File: src/rtl/pll_freq_meter.sv
// pll_freq_meter
// Counts rising edges of a PLL output clock over a fixed gate window of
// clk cycles and reports the count, a range check and a lock-loss flag.
// meas_in and locked are asynchronous and are synchronized here; one instance
// is needed per measured clock.
//
// Ports
//   clk        system clock (only clock of the block)
//   rst_n      synchronous active-low reset
//   meas_in    clock under test, treated as asynchronous data, < clk/4
//   locked     PLL LOCKED, asynchronous
//   start      single-cycle measurement request, ignored while busy
//   busy       high from start acceptance until done
//   done       one-cycle pulse when results are valid
//   edge_count rising edges counted in the last window
//   in_range   EXP_MIN <= edge_count <= EXP_MAX, no saturation, no lock loss
//   overflow   edge counter saturated during the last window
//   lock_lost  last measurement aborted because locked fell
//
// state       | meaning
// ------------+-----------------------------------------------------------
// S_IDLE      | waiting for start; results held
// S_WAIT_LOCK | start accepted, waiting for synchronized locked (no timeout)
// S_MEASURE   | gate window running, counting synchronized rising edges
// S_REPORT    | one cycle: latch results, pulse done

module pll_freq_meter #(
   parameter int GATE_CYCLES = 50000,
   parameter int CNT_W       = 16,
   parameter int EXP_MIN     = 4990,
   parameter int EXP_MAX     = 5010
) (
   input  logic             clk,
   input  logic             rst_n,
   input  logic             meas_in,
   input  logic             locked,
   input  logic             start,
   output logic             busy,
   output logic             done,
   output logic [CNT_W-1:0] edge_count,
   output logic             in_range,
   output logic             overflow,
   output logic             lock_lost
);

   localparam int                GATE_W     = $clog2(GATE_CYCLES + 1);
   localparam logic [GATE_W-1:0] GATE_LAST  = GATE_W'(GATE_CYCLES - 1);
   localparam logic [GATE_W-1:0] GATE_ONE   = GATE_W'(1);
   localparam logic [CNT_W-1:0]  CNT_ONE    = CNT_W'(1);
   localparam logic [CNT_W-1:0]  CNT_MAX    = {CNT_W{1'b1}};
   localparam logic [CNT_W-1:0]  CNT_MAX_M1 = CNT_MAX - CNT_ONE;
   localparam logic [CNT_W-1:0]  EXP_MIN_C  = CNT_W'(EXP_MIN);
   localparam logic [CNT_W-1:0]  EXP_MAX_C  = CNT_W'(EXP_MAX);

   typedef enum logic [1:0] {
      S_IDLE      = 2'd0,
      S_WAIT_LOCK = 2'd1,
      S_MEASURE   = 2'd2,
      S_REPORT    = 2'd3
   } state_t;

   state_t            state;
   logic              m1, m2, m3;
   logic              lk1, lk;
   logic              rise;
   logic [GATE_W-1:0] gate_cnt;
   logic [CNT_W-1:0]  edge_cnt;
   logic              overflow_int;
   logic              lock_lost_int;

   // m1 is the metastability catcher; the edge is taken between m2 and m3
   // so that only settled samples feed the counter.
   always_ff @(posedge clk) begin
      if (!rst_n) begin
         m1  <= 1'b0;
         m2  <= 1'b0;
         m3  <= 1'b0;
         lk1 <= 1'b0;
         lk  <= 1'b0;
      end else begin
         m1  <= meas_in;
         m2  <= m1;
         m3  <= m2;
         lk1 <= locked;
         lk  <= lk1;
      end
   end

   assign rise = m2 & ~m3;

   always_ff @(posedge clk) begin
      if (!rst_n) begin
         state         <= S_IDLE;
         gate_cnt      <= '0;
         edge_cnt      <= '0;
         overflow_int  <= 1'b0;
         lock_lost_int <= 1'b0;
         busy          <= 1'b0;
         done          <= 1'b0;
         edge_count    <= '0;
         in_range      <= 1'b0;
         overflow      <= 1'b0;
         lock_lost     <= 1'b0;
      end else begin
         done <= 1'b0;
         case (state)
            S_IDLE: begin
               if (start) begin
                  gate_cnt      <= '0;
                  edge_cnt      <= '0;
                  overflow_int  <= 1'b0;
                  lock_lost_int <= 1'b0;
                  busy          <= 1'b1;
                  state         <= lk ? S_MEASURE : S_WAIT_LOCK;
               end
            end

            S_WAIT_LOCK: begin
               if (lk) state <= S_MEASURE;
            end

            S_MEASURE: begin
               gate_cnt <= gate_cnt + GATE_ONE;
               // Counter sticks at all-ones; reaching it flags overflow since
               // any further edge would be lost.
               if (rise && (edge_cnt != CNT_MAX)) begin
                  edge_cnt <= edge_cnt + CNT_ONE;
                  if (edge_cnt == CNT_MAX_M1) overflow_int <= 1'b1;
               end
               // Lock loss wins over gate expiry; the partial count is kept.
               if (!lk) begin
                  lock_lost_int <= 1'b1;
                  state         <= S_REPORT;
               end else if (gate_cnt == GATE_LAST) begin
                  state <= S_REPORT;
               end
            end

            S_REPORT: begin
               edge_count <= edge_cnt;
               overflow   <= overflow_int;
               lock_lost  <= lock_lost_int;
               in_range   <= (edge_cnt >= EXP_MIN_C) && (edge_cnt <= EXP_MAX_C) &&
                             !overflow_int && !lock_lost_int;
               done       <= 1'b1;
               busy       <= 1'b0;
               state      <= S_IDLE;
            end

            default: state <= S_IDLE;
         endcase
      end
   end

endmodule
File: config.mk
export PLATFORM = sky130hd
export DESIGN_NAME = pll_freq_meter
export DESIGN_NICKNAME = d
export VERILOG_FILES = /design/src/rtl/pll_freq_meter.sv
export SDC_FILE = /design/constraint.sdc
export NUM_CORES = 1
export LEC_CHECK = 0
export CAP_MARGIN = 20
export CORE_ASPECT_RATIO = 1.1
export CORE_MARGIN = 2
export CORE_UTILIZATION = 40
export CTS_CLUSTER_SIZE = 8
export DETAILED_ROUTE_END_ITERATION = 10
export GPL_ROUTABILITY_DRIVEN = 0
export PLACE_DENSITY = 0.55
export SLEW_MARGIN = 20
export SYNTH_ARGS = -nofsm -noshare
export SYNTH_HDL_FRONTEND = slang
export SYNTH_SLANG_ARGS = --single-unit
File: constraint.sdc
create_clock -name clk -period 5.3 [get_ports clk]
set_clock_uncertainty 0.05 [all_clocks]
set_input_delay 1.06 -clock clk [delete_from_list [all_inputs] [get_ports clk]]
set_output_delay 1.06 -clock clk [all_outputs]
set_load 0.02 [all_outputs]
==> impl_metrics.tcl, run 1 <==
set metrics [dict create \
    sequentialPowerShare 0.436 \
    path_cells "clkdlybuf4s50_1, inv_1, nor2_1, o311ai_0, o41ai_1" \
    cp-start-kind "input port" \
    ir_drop_uv 167 \
    syn_area_mm2 0.00294 \
    worst-setup-path-type "input port to flip-flop" \
    ys_seq_elements 62 \
    p_clk_frac 0.349 \
    grt_pass1_vias 2335 \
    hold_class "flip-flop to flip-flop" \
    antennaDiodeCount 0 \
    yosysUniqueCellTypes 50 \
    antenna_found_initial 0 \
    cts_sinks 62 \
    slowest_delay_ns 0.76 \
    fmax_mhz 324 \
    min_from "lk1" \
    clock_latency_ns 0.34 \
    synth_common_cells "62 x dfxtp_1, 33 x nor2_1, 23 x mux2i_1, 18 x a21oi_1, 15 x nand2_1" \
    comb_power_share 0.216 \
    total_power_mw 1.16 \
    post_cts_buffers 0 \
    areaGrowthSynthToFinish_pct 14.9 \
    yosys.cell_count.top_type "dfxtp_1" \
    drtPass1Iterations 4 \
    die_w_um 85.8 \
    viasPerCell 5.61 \
    leakage_nw 1.14 \
    port_buffers 25 \
    fillerInstances 718 \
    crit_arrival_ns 3.27 \
    rsz0062_at_grt "false" \
    p_sw_uw 368 \
    setup_viol 0 \
    async_flop_share 0 \
    synthMuxAreaShare 0.0909 \
    swShare 0.318 \
    synth_ff_type "dfxtp_1" \
    clk_pin_slew_ns 0.08 \
    numCtsBuffers 9 \
    cts-resized-gates 0 \
    syn_inst 322 \
    die_h_um 94.0 \
    yosys.area_share.xor_xnor 0.0178 \
    fin_tns_setup_ns 0 \
    io_pins 26 \
    post-place-ws_ns 1.90 \
    cpMaxStageDelayCell "clkdlybuf4s50_1" \
    timing.final.crit_share 0.582 \
    synth_area_per_cell_um2 9.14 \
    wire_per_inst_um 15.3 \
    p_int_uw 790 \
    synth_top_family_by_area "simple AND/OR/NAND/NOR gates" \
    grt_use_total 0.179 \
    drc 0 \
    die-area_mm2 0.00806 \
    synth_top_area_share 0.422 \
    fin_crit_ns 3.08 \
    hpwl_mm 4.37 \
    core_mm2 0.00709 \
    maxCapViolCount 0 \
    yosys.area_share.adder 0.0297 \
    grt_max_degree 30 \
    rr_startpoint "state[0]" \
    synth-compound-area-share 0.129 \
    ctsLongestPathBuffers 2 \
    yosys.area.top_type "dfxtp_1" \
    ant_nets 0 \
    end_kind "flip-flop" \
    num_rows 32 \
    synth_nets 334 \
    required_ns 5.49 \
    synth_edf_count 0 \
    drt_iter0_markers 97 \
    slew_violations 0 \
    hold_viol_final 0 \
    dr_total_vias 2406 \
    root_buffer "clkbuf_8" \
    p_per_area_mw_per_mm2 342 \
    synth_seq_area_share 0.422 \
    crit_fanout 29 \
    cts_tree "done" \
    hold_buffers 0 \
    grt_pass1_wl_mm 11.6 \
    synth_warnings 0 \
    status "complete, no violations" \
    nets 351 \
    wl_mm 6.58 \
    startpoint "rst_n" \
    relSlewSlack 0.414 \
    layout_setup_ws_ns 2.22 \
    initial_core_util 0.415 \
    synth_area_leaders "dfxtp_1 42%, mux2i_1 7.8%, nor2_1 4.2%" \
    tightestPinTransition_ns 0.878 \
    grt_overflow 0 \
    drive_gt1_frac 0.0698 \
    synthSimpleGateAreaFrac 0.252 \
    h-tree-depth 3 \
]
-- critical path, delay by kind of cell --
kind	cells	cell delay (ns)
compound gates	2	0.33
buf+inv	2	1.29
simple gates	1	0.59
-- layout by cell type, fill, tap and decap left out, types with 3 or more instances in the layout --
| master | n |
|---|---|
| clkinvlp_4 | 3 |
| or4_1 | 9 |
| clkdlybuf4s50_1 | 25 |
| nor2_1 | 33 |
| ha_1 | 7 |
| nand2_1 | 15 |
| o41ai_1 | 4 |
| o31ai_1 | 7 |
| o21ai_0 | 13 |
| and2_1 | 8 |
| clkbuf_8 | 9 |
| inv_1 | 13 |
| dfxtp_1 | 62 |
| and4_1 | 7 |
| xor2_1 | 5 |
| mux2i_1 | 23 |
| nand2b_1 | 5 |
| nand4_1 | 9 |
| or3_1 | 13 |
| nor4_1 | 7 |
| a21oi_1 | 18 |
| nand3_1 | 10 |
-- registers in the layout, summed over array words and instances (netlist names), 2 cells and up --
name and flops:
gate_cnt 16, state 2, edge_count 16, edge_cnt 16
-- layout make-up --
type | instances | area (um2) | area share
Inverter | 13 | 48.8 | 0.0144
Multi-Input combinational cell | 226 | 1530 | 0.452
Tap cell | 85 | 106 | 0.0314
Clock inverter | 6 | 62.6 | 0.0185
Sequential cell | 62 | 1240 | 0.367
Clock buffer | 10 | 128 | 0.0377
Timing Repair Buffer | 27 | 265 | 0.0784
-- logic make-up after synthesis --
logic type,count (synthesis)
muxes,26
xor gates and xnor gates,6
DFF,62
AOI/OAI and AO/OA,58
buffers and inverters,34
and+or+nand+nor,129
adders and majority gates,7
-- path summary, 6_finish.rpt --
| check | to | slack [ns] | cells past startpoint |
|---|---|---|---|
| setup / recovery | edge_cnt[11] | 2.22 | 5 |
| hold / removal | lk | 0.39 | 1 |
| setup reg to reg | edge_cnt[14] | 2.81 | 7 |
| hold reg to reg | lk | 0.39 | 1 |
-- layer usage --
| metal | track usage | vias to the layer above | routed length (um) |
|---|---|---|---|
| met5 | 0 | - | 0 |
| met4 | 0.0807 | 0 | 114 |
| met3 | 0.0325 | 9 | 205 |
| met2 | 0.259 | 50 | 2800 |
| met1 | 0.257 | 1128 | 3460 |
| li1 | - | 1219 | - |
-- power by group through the flow --
stage | registers, mW | logic [mW] | clock network, mW
6_report | 0.505 | 0.250 | 0.404
5_1_grt | 0.507 | 0.281 | 0.439
4_1_cts | 0.505 | 0.251 | 0.414
3_5_place_dp | 0.515 | 0.248 | 0
3_3_place_gp | 0.514 | 0.244 | 0
2_1_floorplan | 0.512 | 0.201 | 0
-- per-stage QoR --
stage	utilization	hold WS, ns	instance area (um2)	std cells
after global placement	0.450	0.374	3190	413
after global routing	0.477	0.409	3380	429
after detailed placement	0.450	0.379	3190	413
after CTS	0.477	0.398	3380	429
final	0.477	0.391	3380	429
after floorplan	-	0.362	2940	322
No activity file was read; power rests on OpenSTA's default activity.
==> run 2, diff against run 1 <==
- PLACE_DENSITY: 0.55 -> 0.57
- clock period: 5.3 -> 2.5 ns (I/O delays scaled with it)
==> run 2 against run 1 <==
Effect of this change:
- non-clock buffer count rose by 8
- die area is the same
- critical path type is now flip-flop to flip-flop
- core utilization up 1.5 points
==> impl_metrics.tcl, run 2 (same netlist as run 1, synthesis figures left out) <==
set metrics [dict create \
    hold_buffers 0 \
    total_power_mw 2.67 \
    antennaDiodeCount 0 \
    end_kind "flip-flop" \
    h-tree-depth 3 \
    finalInstanceArea_mm2 0.00349 \
    crit_arrival_ns 2.38 \
    p_clk_frac 0.382 \
    post_cts_buffers 0 \
    placed_area_mm2 0.00325 \
    startpoint "state[0]" \
    required_ns 2.68 \
    drc 0 \
    nets 359 \
    initial_core_util 0.415 \
    crit_end "edge_cnt[14]" \
    wl_mm 6.66 \
    die_w_um 85.8 \
    rsz0062_at_grt "false" \
    drt_iter0_markers 133 \
    cts-resized-gates 0 \
    maxCapViolCount 0 \
    drtPass1Iterations 5 \
    root_buffer "clkbuf_8" \
    grt_pass1_vias 2245 \
    areaGrowthSynthToFinish_pct 18.4 \
    swShare 0.285 \
    viasPerCell 5.53 \
    crit_family "multiplexers" \
    final_cells 437 \
    die-area_mm2 0.00806 \
    fillerInstances 682 \
    r2r_end "edge_cnt[14]" \
    post-place-ws_ns 0.160 \
    dr_total_vias 2417 \
    cp-start-kind "flip-flop" \
    clk_pin_slew_ns 0.07 \
    rr_startpoint "state[0]" \
    clock_latency_ns 0.34 \
    comb_power_share 0.217 \
    whs_ns 0.384 \
    final_cell_mix "62 x dfxtp_1, 33 x nor2_1, 25 x clkdlybuf4s50_1, 23 x mux2i_1, 18 x a21oi_1" \
    status "complete, no violations" \
    die_h_um 94.0 \
    r2r_slack_ns 0.30 \
    fin_crit_ns 2.20 \
    slew_violations 0 \
    fin_tns_setup_ns 0 \
    grt_overflow 0 \
    layout_commonest_cell "dfxtp_1" \
    relSlewSlack 0.652 \
    io_pins 26 \
    crit_fanout 12 \
    p_int_mw 1.90 \
    fmax_mhz 454 \
    setup_viol 0 \
    path_buf_inv 1 \
    grt_use_total 0.180 \
    path_cells "inv_1, ha_1, mux2i_1, a21o_1, nor4_1, mux2_2" \
    drive_gt1_frac 0.0909 \
    grt_max_degree 23 \
    p_sw_uw 761 \
    num_rows 32 \
    leakage_nw 1.21 \
    sequentialPowerShare 0.401 \
    core_mm2 0.00709 \
    hold_class "flip-flop to flip-flop" \
    port_buffers 25 \
    worst-setup-path-type "flip-flop to flip-flop" \
    grt_pass1_wl_mm 11.3 \
    dp_cells 421 \
    cts_sinks 62 \
    antenna_found_initial 0 \
    hpwl_mm 4.59 \
    cp.depth 6 \
    wire_per_inst_um 15.2 \
    worst-r2r-cell-count 6 \
    slowest_delay_ns 0.39 \
    numCtsBuffers 9 \
    fin_util 0.492 \
    layout_setup_ws_ns 0.297 \
    ctsLongestPathBuffers 2 \
    timing.final.crit_share 0.881 \
    ir_drop_uv 529 \
    largestRegisters "edge_cnt: 16 flops, edge_count: 16 flops, gate_cnt: 16 flops" \
    cts_tree "done" \
    p_per_area_mw_per_mm2 765 \
    cpMaxStageDelayCell "dfxtp_1" \
    tightestPinTransition_ns 0.521 \
    hold_viol_final 0 \
    ant_nets 0 \
]
==> run 2: changes by cell type in the layout (fill, tap and decap cells not counted) <==
cell	previous run	this run
clkbuf_8	9	12
clkinvlp_4	3	0
clkinv_2	2	1
bufinv_16	1	2
buf_4	2	10
==> run 2: area by class of cell <==
| cell class | count | area [um2] | area share |
|---|---|---|---|
| sequential | 62 | 1240 | 0.356 |
| tap | 85 | 106 | 0.0305 |
| timing repair buffer | 35 | 325 | 0.0933 |
| clock buffer | 13 | 169 | 0.0485 |
| clock inverter | 3 | 65.1 | 0.0187 |
| inverter | 13 | 48.8 | 0.0140 |
| multi-input combinational | 226 | 1530 | 0.439 |
==> run 2: how the worst min path moves through the flow <==
stage | from | to | cells past startpoint
finish | m1 | m2 | 1
global route | m1 | m2 | 1
CTS | m1 | m2 | 1
detailed placement | m1 | m2 | 1
global placement | lk1 | lk | 1
floorplan | lk1 | lk | 1
==> run 2: metal layers <==
metal | track usage | up-vias | share of wire
li1 | - | 1229 | -
met4 | 0.0595 | 0 | 0.014
met5 | 0 | - | 0
met2 | 0.270 | 46 | 0.44
met3 | 0.0589 | 9 | 0.048
met1 | 0.243 | 1133 | 0.50
==> run 2: power groups by stage <==
stage	combinational [mW]	sequential, mW	clock, mW
after global routing	0.634	1.08	1.10
after global placement	0.567	1.09	0
after CTS	0.579	1.07	1.05
after floorplan	0.426	1.09	0
after detailed placement	0.575	1.09	0
final	0.579	1.07	1.02
